===== src/rtl/prim_iter_unit.sv =====
// Multi-cycle integer sequence unit: sum 1..n, n!, Fibonacci F(n) or 2^n,
// one iteration per clock, with saturating DATA_W-bit result and 4-phase handshake.
module prim_iter_unit #(
  parameter int DATA_W = 32,
  parameter int N_W    = 6
) (
  input  logic              clk_i,
  input  logic              rst_ni,
  input  logic              en_i,
  input  logic [N_W-1:0]    sw_i,
  input  logic [1:0]        mode_i,
  output logic [DATA_W-1:0] result_o,
  output logic              ovf_o,
  output logic              busy_o,
  output logic              done_o
);

  typedef enum logic [1:0] {
    S_IDLE = 2'd0,
    S_RUN  = 2'd1,
    S_DONE = 2'd2
  } state_t;

  typedef enum logic [1:0] {
    M_SUM  = 2'd0,
    M_FACT = 2'd1,
    M_FIB  = 2'd2,
    M_POW2 = 2'd3
  } mode_t;

  localparam int                PROD_W   = DATA_W + N_W;
  localparam logic [DATA_W-1:0] ALL_ONES = '1;
  localparam logic [DATA_W-1:0] ONE      = DATA_W'(1);

  state_t            state_reg;
  mode_t             mode_reg;
  logic [N_W-1:0]    cnt_reg;
  logic [DATA_W-1:0] a_reg;
  logic              a_sat_reg;
  logic [DATA_W-1:0] b_reg;
  logic              b_sat_reg;
  logic [DATA_W-1:0] result_reg;
  logic              ovf_reg;
  logic              busy_reg;
  logic              done_reg;

  logic [DATA_W-1:0] a_next;
  logic              a_sat_next;
  logic [DATA_W-1:0] b_next;
  logic              b_sat_next;

  logic [DATA_W-1:0] cnt_ext;
  logic [DATA_W:0]   sum_ext;
  logic [DATA_W:0]   fib_ext;
  logic [PROD_W-1:0] prod_ext;

  // Exact-width candidates; the extra top bits expose overflow of each update.
  assign cnt_ext  = DATA_W'(cnt_reg);
  assign sum_ext  = {1'b0, a_reg} + {1'b0, cnt_ext};
  assign fib_ext  = {1'b0, a_reg} + {1'b0, b_reg};
  assign prod_ext = {{N_W{1'b0}}, a_reg} * {{DATA_W{1'b0}}, cnt_reg};

  function automatic logic [DATA_W-1:0] init_acc(input mode_t m);
    return ((m == M_SUM) || (m == M_FIB)) ? '0 : ONE;
  endfunction

  always_comb begin
    a_next     = a_reg;
    a_sat_next = a_sat_reg;
    b_next     = b_reg;
    b_sat_next = b_sat_reg;
    case (mode_reg)
      M_SUM: begin
        if (a_sat_reg || sum_ext[DATA_W]) begin
          a_next     = ALL_ONES;
          a_sat_next = 1'b1;
        end else begin
          a_next = sum_ext[DATA_W-1:0];
        end
      end
      M_FACT: begin
        if (a_sat_reg || (|prod_ext[PROD_W-1:DATA_W])) begin
          a_next     = ALL_ONES;
          a_sat_next = 1'b1;
        end else begin
          a_next = prod_ext[DATA_W-1:0];
        end
      end
      M_POW2: begin
        if (a_sat_reg || a_reg[DATA_W-1]) begin
          a_next     = ALL_ONES;
          a_sat_next = 1'b1;
        end else begin
          a_next = {a_reg[DATA_W-2:0], 1'b0};
        end
      end
      M_FIB: begin
        // a takes b wholesale, so a saturated b carries its flag into a.
        a_next     = b_reg;
        a_sat_next = b_sat_reg;
        if (a_sat_reg || b_sat_reg || fib_ext[DATA_W]) begin
          b_next     = ALL_ONES;
          b_sat_next = 1'b1;
        end else begin
          b_next = fib_ext[DATA_W-1:0];
        end
      end
      default: begin
        a_next = a_reg;
      end
    endcase
  end

  always_ff @(posedge clk_i or negedge rst_ni) begin
    if (!rst_ni) begin
      state_reg  <= S_IDLE;
      mode_reg   <= M_SUM;
      cnt_reg    <= '0;
      a_reg      <= '0;
      a_sat_reg  <= 1'b0;
      b_reg      <= '0;
      b_sat_reg  <= 1'b0;
      result_reg <= '0;
      ovf_reg    <= 1'b0;
      busy_reg   <= 1'b0;
      done_reg   <= 1'b0;
    end else begin
      case (state_reg)
        S_IDLE: begin
          if (en_i) begin
            mode_reg  <= mode_t'(mode_i);
            cnt_reg   <= sw_i;
            a_reg     <= init_acc(mode_t'(mode_i));
            a_sat_reg <= 1'b0;
            b_reg     <= ONE;
            b_sat_reg <= 1'b0;
            busy_reg  <= 1'b1;
            state_reg <= S_RUN;
          end
        end
        S_RUN: begin
          if (!en_i) begin
            busy_reg  <= 1'b0;
            state_reg <= S_IDLE;
          end else if (cnt_reg == '0) begin
            result_reg <= a_reg;
            ovf_reg    <= a_sat_reg;
            busy_reg   <= 1'b0;
            done_reg   <= 1'b1;
            state_reg  <= S_DONE;
          end else begin
            a_reg     <= a_next;
            a_sat_reg <= a_sat_next;
            b_reg     <= b_next;
            b_sat_reg <= b_sat_next;
            cnt_reg   <= cnt_reg - N_W'(1);
          end
        end
        S_DONE: begin
          // Held until enable drops: no restart without a low phase.
          if (!en_i) begin
            done_reg  <= 1'b0;
            state_reg <= S_IDLE;
          end
        end
        default: begin
          busy_reg  <= 1'b0;
          done_reg  <= 1'b0;
          state_reg <= S_IDLE;
        end
      endcase
    end
  end

  assign result_o = result_reg;
  assign ovf_o    = ovf_reg;
  assign busy_o   = busy_reg;
  assign done_o   = done_reg;

endmodule


===== config.mk =====
export PLATFORM = sky130hd
export DESIGN_NAME = prim_iter_unit
export DESIGN_NICKNAME = d
export VERILOG_FILES = /design/src/rtl/prim_iter_unit.sv
export SDC_FILE = /design/constraint.sdc
export NUM_CORES = 1
export LEC_CHECK = 0
export ABC_AREA = 1
export BUFFER_PORTS_ARGS = -buffer_cell sky130_fd_sc_hd__buf_2
export CELL_PAD_IN_SITES_DETAIL_PLACEMENT = 1
export CELL_PAD_IN_SITES_GLOBAL_PLACEMENT = 1
export CORE_MARGIN = 2
export CORE_UTILIZATION = 51
export CTS_CLUSTER_SIZE = 28
export DETAILED_ROUTE_END_ITERATION = 8
export HOLD_SLACK_MARGIN = 0.03
export PLACE_DENSITY_LB_ADDON = 0.1
export SYNTH_ARGS = -nofsm -noshare
export SYNTH_HDL_FRONTEND = slang
export SYNTH_SLANG_ARGS = --single-unit

===== constraint.sdc =====
create_clock -name clk_i -period 7.8 [get_ports clk_i]
set_input_delay 0.39 -clock clk_i [delete_from_list [all_inputs] [get_ports clk_i]]
set_output_delay 0.39 -clock clk_i [all_outputs]
set_load 0.02 [all_outputs]

# Word-level counts from Yosys, hierarchy flattened
# Cells that the tools add are included.
# totals
regBits,111
latch_bits,0
ram_bits,0
rom_bits,0
input_bits,11
out_inout_bits,35
wordCells,100
mem_count,0
# op_classes
n_addsub,3
n_mul,1
div,0
order_cmp,0
n_eq_ne,17
shifts,0
muxes,45
bitwise,2
n_reduce_logical,21
# ops
op,n
32-bit two-way mux,11
32-bit case mux with 2 select lines,2
32-bit case mux with 4 select lines,1
32-bit by 6-bit multiplier with 38-bit output,1
32-bit by 32-bit adder with 33-bit output,1
32-bit by 6-bit adder with 33-bit output,1
6-bit two-way mux,3
1-bit two-way mux,17
2-bit != test (second input constant),6
3-bit != test (second input constant),4
6-bit case mux with 2 select lines,1
3-bit AND reduction,3
2-bit == test (second input constant),4
2-bit two-way mux,4
4-bit AND reduction,2
7-bit AND reduction,1
2-bit logical NOT,3
6-bit logical NOT,1
1-bit logical OR,6
1-bit case mux with 3 select lines,2
2-bit case mux with 3 select lines,1
6-bit AND reduction,1
6-bit OR reduction,1
6-bit by 1-bit subtractor with 6-bit output (second input constant),1
other kinds (8),11

# Depth between registers and ports, before layout
# Gate-level depths: netlist (run 1).
# logic_depth
ltp_word,8
mapped_depth,29

# Worst setup path before layout (run 1)
# OpenSTA, ideal clock, no wires.
# synth_timing
path_type,register -> register
start,register cnt_reg[5]
end,register a_reg[27]
arrival_time_ps,4308
required_ps,7671
setup_slack_ps,3363
path_stages_with_launch,30
path_buffers,3
period_less_slack_ps,4437
path_cell_list,dfrtp_1 clkbuf_1 clkbuf_1 nand2_1 inv_1 fa_1 fa_1 inv_1 fa_1 inv_1 ha_1 nand2_2 inv_1 a21oi_2 nand2_2 nand2_1 nand2_2 nand2_2 nand2_1 nand2_1 nand2_1 nor2_1 nand2_1 nor2_4 nand2_2 buf_6 o21ai_1 nand2_1 nand2_1 o21ai_1
# synth_via
elab_chain_len,8
elab_cells_between_ends,14
cone_classes,add/sub (1); mul (1); eq/ne (1); mux (6); reduce/logical (5)
# synth_lines
item,line,rtl
start: declaration,37,logic [N_W-1:0] cnt_reg;
start signal: assignment,132,cnt_reg <= sw_i;
start signal: assignment,156,cnt_reg <= cnt_reg - N_W'(1);
32-bit by 6-bit multiplier with 38-bit output,61,"assign prod_ext = {{N_W{1'b0}}, a_reg} * {{DATA_W{1'b0}}, cnt_reg};"
6-bit OR reduction,82,if (a_sat_reg || (|prod_ext[PROD_W-1:DATA_W])) begin
1-bit logical OR,82,
32-bit two-way mux,82,
32-bit case mux with 4 select lines,72,case (mode_reg)
32-bit two-way mux,145,end else if (cnt_reg == '0) begin
32-bit two-way mux,142,if (!en_i) begin
32-bit case mux with 2 select lines,128,case (state_reg)
end signal: assignment,133,a_reg <= init_acc(mode_t'(mode_i));
end signal: assignment,152,a_reg <= a_next;
end: declaration,38,logic [DATA_W-1:0] a_reg;
# Parallel ways exist; a longest one is shown, timed or not. The select of a mux whose other input is x is not followed.
# A chain may end at the register's enable or synchronous reset.

# Worst setup path after layout (run 1)
# layout_timing
start,register cnt_reg[1]
end,register a_reg[8]
# The elaborated chain is that of the path after synthesis.

==> flow_summary_export.csv, run 1 <==
group,metric,value,unit
worst_hold_path,hold_start,"mode_i[1]",
setup_path,crit_chain,"buf_4 -> nand2_1 -> inv_1 -> fa_1 -> fa_1 -> inv_1 -> fa_1 -> inv_1 -> ha_1 -> nand2_1 -> nor2_1 -> nand3_1 -> nand3b_1 -> nand3_1 -> nand2_2 -> nand2_2 -> nand3_2 -> nand2_2 -> nor2_4 -> nand2_2 -> o21ai_1 -> nand2_1 -> nand2_1 -> o21ai_1",
global_route,grt.total_usage,32.92,%
clocking,clock-sinks,111,
setup_path,cp_slowest_cell,"dfrtp_1",
die,core,28630,um2
clocking,root_buffer,"clkbuf_16",
sta,slew_viol_final,0,
global_route,grt_max_degree,74,
placed_design,place_hpwl,38.81,mm
placed_design,placed_area,15210,um2
die,rows,62,
layout,final_cell_area,15520,um2
yosys,synth_edf_count,0,
sta,setup_violations,0,
global_route,grt_antenna_before_repair,0,
placed_design,dp_slack,2153,ps
clocking,cts_buffer_depth,2,
sta,period_share,73.35,%
setup_path,rrSetupSlack,2080,ps
yosys,yosysSeqAreaShare,18.76,%
die,start_util,51.72,%
layout,finalNetCount,2419,
yosys,synthArstFlopShare,100.0,%
detailed_routing,top_layer,"met4",
setup_path,ff2ff_path_depth,24,
yosys,synthCells,2222,
detailed_routing,drcViolationCount,0,
placed_design,gp_congestion,0.8964,
flow_run,drv_cap,0,
global_route,overflow,0,
detailed_routing,wl,48.59,mm
sta,fin_hold_ws,282.4,ps
detailed_routing,wire_per_inst,18.77,um
setup_path,cp_max_fo,31,
setup_path,cp-end-kind,"register",
sta,skew,8.915,ps
sta,fmax,174.8,MHz
detailed_routing,viasPerCell,5.470,
die,die_y,174.4,um
clocking,clk_pin_slew,80,ps
worst_hold_path,hold_depth,3,
sta,setup_tns,0,ps
sta,tightest_slew,1115,ps
sta,setup_ws,2079,ps
detailed_routing,route.met3.wl,1.958,mm
yosys,syn-num-nets,2442,
sta,fin_crit,5721,ps
detailed_routing,route.vias.total,14160,
die,die-area,30410,um2
setup_path,regToRegEndpoint,"a_reg[8]$_DFFE_PN0P_",
clocking,cts_tree,"done",
layout,regArea,2778,um2
clocking,postCtsSetupBuffers,0,
yosys,synthesis.area,14810,um2
clocking,h-tree-depth,3,
setup_path,cp.arrival,5970,ps
detailed_routing,drt_iter0_drc,918,
worst_hold_path,min_to,"mode_reg[1]$_DFFE_PN0P_",
worst_hold_path,hold_path_class,"primary input to register",
sta,hold_viol,0,
die,pin_count,46,
setup_path,slowest_delay,1050,ps
yosys,syn_area_per_cell,6.663,um2
yosys,synth-warning-count,0,
setup_path,worstSetupStartpointType,"register",
layout,syn2layout_area_growth,4.859,%
detailed_routing,route.met2.wl,23.83,mm
detailed_routing,wl_met1,20.27,mm
setup_path,r2r-start,"cnt_reg[1]$_DFFE_PN0P_",
outcome,outcome,"complete, no violations",
yosys,synth_seq_cells,111,
yosys,ys_types,52,
detailed_routing,antenna_left,0,
sta,slew_headroom,25.58,%
layout,fillers,3918,
global_route,grt_pass1_vias,15130,
layout,diodes,0,
yosys,synth_ff_type,"dfrtp_1",
clocking,clock_latency,370,ps
layout,drive_gt1_share,6.034,%
setup_path,cp_data_required_time,8050,ps
die,die-width,174.4,um
setup_path,critPathKind,"register to register",
placed_design,io_buffers,45,
detailed_routing,firstDrtPassIters,5,
clocking,cts_buffers,9,
layout,multi_input_comb_area,9827,um2
global_route,grt_first_pass_wirelength,79.39,mm
sta,rsz0062_at_grt,"false",
[worst max-delay path: cells and delay by family, from the launching register on]
| kind | cells | cell delay (ps) |
|---|---|---|
| flip-flops | 1 | 1050 |
| adder cells (fa/ha/maj) | 4 | 1820 |
| AO/OA/AOI/OAI | 2 | 440 |
| buffers and inverters | 4 | 490 |
| AND/OR/NAND/NOR | 14 | 1760 |
[what timing repair did]
| action | CTS | global route |
|---|---|---|
| hold endpoints to repair | 26 | 0 |
| hold buffers | 1 | 0 |
| gates resized for setup | 0 | 0 |
[synth_stat cells (all sizes together), types with 3 or more instances]
library cell / number / share of area (%)
o211ai: 3 / 0.15
inv: 477 / 12
a21o: 12 / 0.61
xnor2: 15 / 0.89
a21oi: 113 / 3.9
or2: 5 / 0.21
nor2: 119 / 3.3
a221oi: 33 / 2.0
xor2: 50 / 3.0
fa: 123 / 17
nor3: 18 / 0.71
clkbuf: 66 / 1.7
nand4: 9 / 0.38
ha: 86 / 7.3
dfrtp: 111 / 19
nand2: 728 / 19
o21bai: 10 / 0.51
and2: 3 / 0.13
nand3b: 5 / 0.25
a31oi: 11 / 0.46
nor4: 6 / 0.30
o21ai: 118 / 4.0
buf: 27 / 1.0
nand3: 57 / 2.1
[logic make-up after synthesis]
kind of cell    share of synthesized area (%)
buf+inv                                 14.90
compound gates                          12.32
flops                                   18.76
fa+ha+maj                               23.90
simple gates                            26.27
xor+xnor                                3.845
[metal layers]
layer	up-vias	global-route usage [%]
met1	6965	40.47
li1	6703	-
met5	-	0
met3	130	4.396
met2	359	57.04
met4	0	15.72
[metrics by stage]
step | utilization (%) | instances
after detailed placement | 53.13 | 2571
after CTS | 54.24 | 2588
after global placement | 53.13 | 2571
after global routing | 54.24 | 2588
final | 54.24 | 2588
after floorplan | - | 2222
[area by class of cell]
class | instances | area share (%)
Clock buffer | 10 | 1.539
Multi-Input combinational cell | 1539 | 63.30
Timing Repair Buffer | 59 | 2.160
Inverter | 479 | 11.58
Clock inverter | 6 | 0.4352
Sequential cell | 111 | 17.89
Tap cell | 384 | 3.095
[cells in the final DEF (no fill, tap or decap), types with 3 or more instances in the layout]
| cell type | synthesis | layout |
|---|---|---|
| nor3_1 | 15 | 15 |
| nand2_2 | 16 | 17 |
| nor2_2 | 7 | 8 |
| o211ai_1 | 3 | 3 |
| dfrtp_1 | 111 | 111 |
| xnor2_1 | 15 | 15 |
| buf_2 | 15 | 44 |
| inv_2 | 11 | 11 |
| nand3b_1 | 5 | 5 |
| o21ai_1 | 44 | 44 |
| nand3_2 | 5 | 5 |
| nor4_1 | 5 | 5 |
| xor2_1 | 50 | 50 |
| o21bai_1 | 10 | 10 |
| inv_1 | 466 | 466 |
| nand2_1 | 711 | 710 |
| a21oi_1 | 110 | 110 |
| nand3_1 | 52 | 52 |
| o21ai_0 | 72 | 72 |
| clkbuf_16 | 0 | 9 |
| nor2_1 | 109 | 108 |
| a221oi_1 | 33 | 33 |
| nand4_1 | 9 | 9 |
| nor3_2 | 3 | 3 |
| a21o_1 | 12 | 12 |
| or2_2 | 5 | 5 |
| fa_1 | 123 | 123 |
| a31oi_1 | 11 | 11 |
| buf_4 | 3 | 14 |
| ha_1 | 86 | 86 |
| nor2_4 | 3 | 3 |
[worst max-delay path by stage]
stage / slack, ps / cells after the start / start / end
after floorplan: 3360 / 29 / cnt_reg[5]$_DFFE_PN0P_ / a_reg[27]$_DFFE_PN0P_
after global placement: 2370 / 27 / cnt_reg[1]$_DFFE_PN0P_ / a_reg[8]$_DFFE_PN0P_
after detailed placement: 2150 / 24 / cnt_reg[1]$_DFFE_PN0P_ / a_reg[8]$_DFFE_PN0P_
after CTS: 2130 / 24 / cnt_reg[1]$_DFFE_PN0P_ / a_reg[8]$_DFFE_PN0P_
after global routing: 1580 / 25 / cnt_reg[1]$_DFFE_PN0P_ / a_reg[8]$_DFFE_PN0P_
final: 2080 / 24 / cnt_reg[1]$_DFFE_PN0P_ / a_reg[8]$_DFFE_PN0P_
Power of run 1 is left out: the tool's default activity adds up to more than one toggle a clock period on the data nets, which glitch-free logic cannot reach.
==> inputs of run 2 (changes only) <==
Settings changed: CORE_UTILIZATION 51 to 47.
Clock period 7.8 ns to 5.9 ns, I/O delays scaled along.
==> flow_summary_export.csv, run 2 (same netlist as run 1, synthesis figures left out) <==
group,metric,value,unit
clocking,postCtsSetupBuffers,0,
global_route,grt_pass1_vias,15460,
sta,tightest_slew,1090,ps
setup_path,crit_start,"cnt_reg[5]$_DFFE_PN0P_",
die,core,30830,um2
global_route,grt.total_usage,32.17,%
sta,hold_viol,0,
placed_design,place_hpwl,40.42,mm
setup_path,r2r-start,"cnt_reg[5]$_DFFE_PN0P_",
detailed_routing,viasPerCell,5.497,
clocking,cts_buffer_depth,2,
setup_path,worstSetupStartpointType,"register",
detailed_routing,drt_iter0_drc,771,
clocking,h-tree-depth,3,
clocking,cts_buffers,9,
clocking,cts_tree,"done",
layout,drive_gt1_share,6.374,%
layout,final_common_cell,"nand2_1",
detailed_routing,drcViolationCount,0,
global_route,grt_antenna_before_repair,0,
sta,slew_viol_final,0,
setup_path,critPathKind,"register to register",
clocking,clk_pin_slew,90,ps
setup_path,cp_max_fo,31,
clocking,clock-sinks,111,
placed_design,placed_area,15310,um2
detailed_routing,wl,51.07,mm
layout,final_cell_mix,"nand2_1 (710), inv_1 (466), fa_1 (123)",
sta,skew,21.24,ps
detailed_routing,antenna_left,0,
global_route,grt_max_degree,64,
placed_design,gp_congestion,0.9143,
outcome,outcome,"complete, no violations",
clocking,clock_latency,410,ps
placed_design,io_buffers,45,
detailed_routing,wire_per_inst,19.58,um
die,die_y,181.5,um
setup_path,cp.arrival,5620,ps
flow_run,drv_cap,0,
detailed_routing,route.vias.total,14340,
sta,period_share,90.39,%
layout,fin_cells,2608,
global_route,overflow,0,
setup_path,cp_data_required_time,6190,ps
layout,syn2layout_area_growth,5.502,%
layout,diodes,0,
setup_path,cp-end-kind,"register",
layout,final_cell_area,15620,um2
layout,utilization,50.67,%
sta,fmax,187.5,MHz
detailed_routing,firstDrtPassIters,4,
sta,rsz0062_at_grt,"false",
global_route,grt_first_pass_wirelength,82.79,mm
sta,fin_crit,5333,ps
sta,slew_headroom,27.25,%
worst_hold_path,hold_start,"mode_i[1]",
sta,setup_violations,0,
layout,finalNetCount,2427,
clocking,root_buffer,"clkbuf_16",
placed_design,dp.cells,2591,
worst_hold_path,hold_path_class,"primary input to register",
die,pin_count,46,
die,die-width,181.5,um
sta,setup_tns,0,ps
die,rows,64,
die,die-area,32940,um2
die,start_util,48.02,%
-- run 2: changes by cell type in the layout (fill, tap and decap cells not counted), sizes merged --
| cell | change |
|---|---|
| buf | +8 |
| inv | +1 |
| bufinv | -1 |
| clkbuf | -1 |
| clkinv | +1 |
-- run 2: path summary, 6_finish.rpt --
| path | to | slack [ps] | cells past startpoint |
|---|---|---|---|
| max | a_reg[2]$_DFFE_PN0P_ | 570 | 26 |
| max reg2reg | a_reg[2]$_DFFE_PN0P_ | 570 | 26 |
| max in group asynchronous | result_o[21]$_DFFE_PN0P_ | 4030 | 3 |
| min | mode_reg[1]$_DFFE_PN0P_ | 120 | 3 |
| min reg2reg | done_o$_DFFE_PN0P_ | 470 | 2 |
| min in group asynchronous | cnt_reg[0]$_DFFE_PN0P_ | 500 | 2 |
-- run 2: layout make-up --
cell class	instances	area, um2
clock buffer	9	225.2
clock inverter	7	76.32
fill	4177	15210
inverter	479	1798
multi-input combinational	1539	9827
sequential	111	2778
tap	396	495.5
timing repair buffer	67	420.4
-- run 2: what timing repair did --
action | CTS | global route
setup endpoints to repair | 0 | 0
hold buffers | 1 | 0
resized for setup | 0 | 0
hold endpoints to repair | 48 | 0
-- run 2: metal layers --
layer	global-route usage, %	up-vias	routed length [um]
met3	2.768	111	1586
met5	0	-	0
met2	57.70	307	25520
met4	16.33	0	2617
met1	38.63	7187	21340
li1	-	6732	-
-- run 2: critical path: stages, from the launching register on --
cell	delay (ps)
dfrtp_1	610
buf_4	370
nand2_1	90
inv_1	90
fa_1	450
fa_1	510
inv_1	60
fa_1	530
inv_1	50
ha_1	370
nand2_1	110
nor2_1	210
and2_1	170
nand2_1	60
nand2_2	130
nand2_1	130
nand3_1	90
nand2_1	60
inv_1	60
nand2_1	100
nor2_4	150
nand2_2	50
buf_4	260
o21ai_1	240
nand2_1	100
nand3_1	80
nand2_1	50
-- run 2: stage by stage --
step | worst slack, ps | hold slack [ps]
floorplan | 1463 | -0.5911
global placement | 805.0 | 368.2
detailed placement | 675.2 | 373.4
CTS | 607.5 | 126.1
global route | 255.6 | 144.3
finish | 567.1 | 122.4
Power of run 2 is left out for the same reason.
==> inputs of run 3 (changes only) <==
Settings changed: ABC_AREA 1 to default, CAP_MARGIN from default to 25, CORE_UTILIZATION 47 to 50, TNS_END_PERCENT from default to 10.
==> flow_summary_export.csv, run 3 <==
group,metric,value,unit
die,pin_count,46,
placed_design,place_hpwl,36.82,mm
layout,syn2layout_area_growth,8.074,%
detailed_routing,drcViolationCount,0,
sta,slew_headroom,45.02,%
worst_hold_path,hold_depth,3,
layout,multi_input_comb_area,10310,um2
clocking,root_buffer,"clkbuf_16",
yosys,yosysSeqAreaShare,19.74,%
setup_path,rrSetupSlack,230,ps
sta,tightest_slew,824.6,ps
detailed_routing,antenna_left,0,
detailed_routing,drt_iter0_drc,878,
yosys,syn-num-nets,1920,
yosys,synth-warning-count,0,
die,die_y,171.8,um
detailed_routing,route.vias.total,12810,
yosys,synthArstFlopShare,100.0,%
clocking,cts_buffers,9,
sta,fin_crit,5670,ps
yosys,synthCells,1700,
sta,setup_violations,0,
clocking,clk_pin_slew,80,ps
detailed_routing,wl,46.78,mm
outcome,outcome,"complete, no violations",
die,die-width,171.8,um
layout,final_cell_mix,"inv_1 (172), and2_1 (167), nand2_1 (164)",
global_route,grt_max_degree,58,
yosys,syn_area_per_cell,8.276,um2
global_route,grt.total_usage,32.92,%
setup_path,crit_chain,"clkinvlp_4 -> nor2_1 -> fa_1 -> fa_1 -> inv_1 -> fa_1 -> inv_1 -> ha_1 -> o21a_1 -> o211ai_2 -> a21oi_1 -> o2111ai_2 -> or4b_4 -> a32oi_1 -> nor4b_4 -> buf_4 -> buf_2 -> a41o_1 -> a221oi_1 -> a21o_1",
layout,diodes,0,
setup_path,critPathKind,"register to register",
sta,slew_viol_final,0,
yosys,synth_ff_type,"dfrtp_1",
detailed_routing,firstDrtPassIters,5,
global_route,grt_pass1_vias,13410,
clocking,clock-sinks,111,
layout,final_common_cell,"inv_1",
sta,fin_hold_ws,151.0,ps
layout,drive_gt1_share,10.63,%
detailed_routing,wire_per_inst,22.29,um
setup_path,worstSetupStartpointType,"register",
placed_design,gp_congestion,0.9423,
worst_hold_path,hold_path_class,"primary input to register",
die,die-area,29500,um2
clocking,cts_tree,"done",
setup_path,r2r-start,"cnt_reg[1]$_DFFE_PN0P_",
yosys,synth_edf_count,0,
yosys,synth.most_common_cell,"inv_1",
flow_run,drv_cap,0,
worst_hold_path,hold_start,"mode_i[1]",
global_route,grt_antenna_before_repair,1,
setup_path,cpLargestDelayFamily,"adder cells",
yosys,synthesis.area,14070,um2
clocking,clock_latency,380,ps
setup_path,cp_data_required_time,6170,ps
yosys,yosysTopAreaCell,"dfrtp_1",
worst_hold_path,min_to,"mode_reg[1]$_DFFE_PN0P_",
sta,period_share,96.10,%
yosys,ys_types,80,
layout,regArea,2785,um2
setup_path,cp_max_fo,7,
clocking,h-tree-depth,3,
layout,fillers,3392,
yosys,synth.top_cell.area_share,19.74,%
setup_path,cp_slowest_cell,"fa_1",
global_route,grt_first_pass_wirelength,74.55,mm
setup_path,path_buf_inv,5,
global_route,overflow,0,
setup_path,cp.arrival,5940,ps
setup_path,crit_top_cell,"fa_1",
yosys,synth.area.top_cells,"dfrtp_1 (20%), fa_1 (18%), ha_1 (7.6%)",
die,rows,61,
die,core,27780,um2
clocking,cts_buffer_depth,2,
placed_design,io_buffers,45,
layout,finalNetCount,1937,
die,start_util,50.64,%
yosys,synth_seq_cells,111,
yosys,synth_common_cells,"inv_1 (172), and2_1 (167), nand2_1 (164), fa_1 (123), o21ai_0 (117)",
setup_path,cp-end-kind,"register",
setup_path,slowest_delay,530,ps
sta,fmax,176.4,MHz
setup_path,ff2ff_path_depth,20,
detailed_routing,viasPerCell,6.101,
sta,skew,14.97,ps
sta,hold_viol,0,
setup_path,regToRegEndpoint,"a_reg[10]$_DFFE_PN0P_",
==> run 3: cell types whose count changed in the layout (fill, tap and decap cells not counted), moves of 19 or more <==
cell     before  now
nand2_1     710  164
inv_1       466  172
and2_1        2  167
o21ai_0      72  115
buf_4        20   51
a21o_1       12   42
nor2_1      108   81
xor2_1       50   24
xnor2_1      15   40
mux2_2        0   24
o21ai_1      44   23
nand3_1      52   33
==> run 3: cell families after synthesis <==
logic type / after synthesis / synth area share, %
buffers and inverters: 273 / 7.461
DFF: 111 / 19.74
adders and majority gates: 209 / 25.15
xor gates and xnor gates: 64 / 3.984
AOI/OAI and AO/OA: 470 / 21.80
and+or+nand+nor: 546 / 19.73
muxes: 27 / 2.134
==> run 3: final cells by class <==
cell class | count | area share [%]
sequential | 111 | 18.32
tap | 378 | 3.110
inverter | 176 | 4.394
clock inverter | 6 | 0.2962
multi-input combinational | 1316 | 67.84
clock buffer | 9 | 1.481
timing repair buffer | 103 | 4.567
==> run 3: tightest hold or removal path, stage by stage <==
cell	delay, ps
buf_2	90
nand2_1	40
o21ai_0	60
==> run 3: layer usage <==
metal	global-route usage [%]	up-vias	wire [um]
li1	-	5838	-
met1	48.44	6571	22270
met2	51.89	349	21180
met3	3.728	49	2468
met4	8.038	0	863
met5	0	-	0
==> run 3: what timing repair did <==
item                                    CTS  global route
setup buffers                             0             3
endpoints found under the hold margin    10             0
hold buffers                              1             0
gates resized for setup                   0            25
endpoints found under the setup margin    0            21
==> run 3: worst max path at each step <==
stage,startpoint,slack (ps),depth (start not counted),to
2_1_floorplan,cnt_reg[0]$_DFFE_PN0P_,680,20,a_reg[28]$_DFFE_PN0P_
3_3_place_gp,cnt_reg[3]$_DFFE_PN0P_,280,19,a_sat_reg$_DFFE_PN0P_
3_5_place_dp,cnt_reg[2]$_DFFE_PN0P_,160,19,a_reg[11]$_DFFE_PN0P_
4_1_cts,cnt_reg[2]$_DFFE_PN0P_,100,19,a_reg[11]$_DFFE_PN0P_
5_1_grt,cnt_reg[1]$_DFFE_PN0P_,-20,20,a_reg[10]$_DFFE_PN0P_
6_report,cnt_reg[1]$_DFFE_PN0P_,230,20,a_reg[10]$_DFFE_PN0P_
==> run 3: stage by stage <==
stage | std cells | worst slack (ps) | TNS, ps | area (um2) | utilization, %
4_1_cts | 2094 | 95.88 | 0 | 15080 | 54.28
5_1_grt | 2099 | -18.42 | -40.12 | 15210 | 54.73
6_report | 2099 | 230.1 | 0 | 15210 | 54.73
3_5_place_dp | 2078 | 158.2 | 0 | 14800 | 53.27
2_1_floorplan | 1700 | 682.7 | 0 | 14070 | -
3_3_place_gp | 2077 | 282.3 | 0 | 14790 | 53.24
Power of run 3 is left out for the same reason.
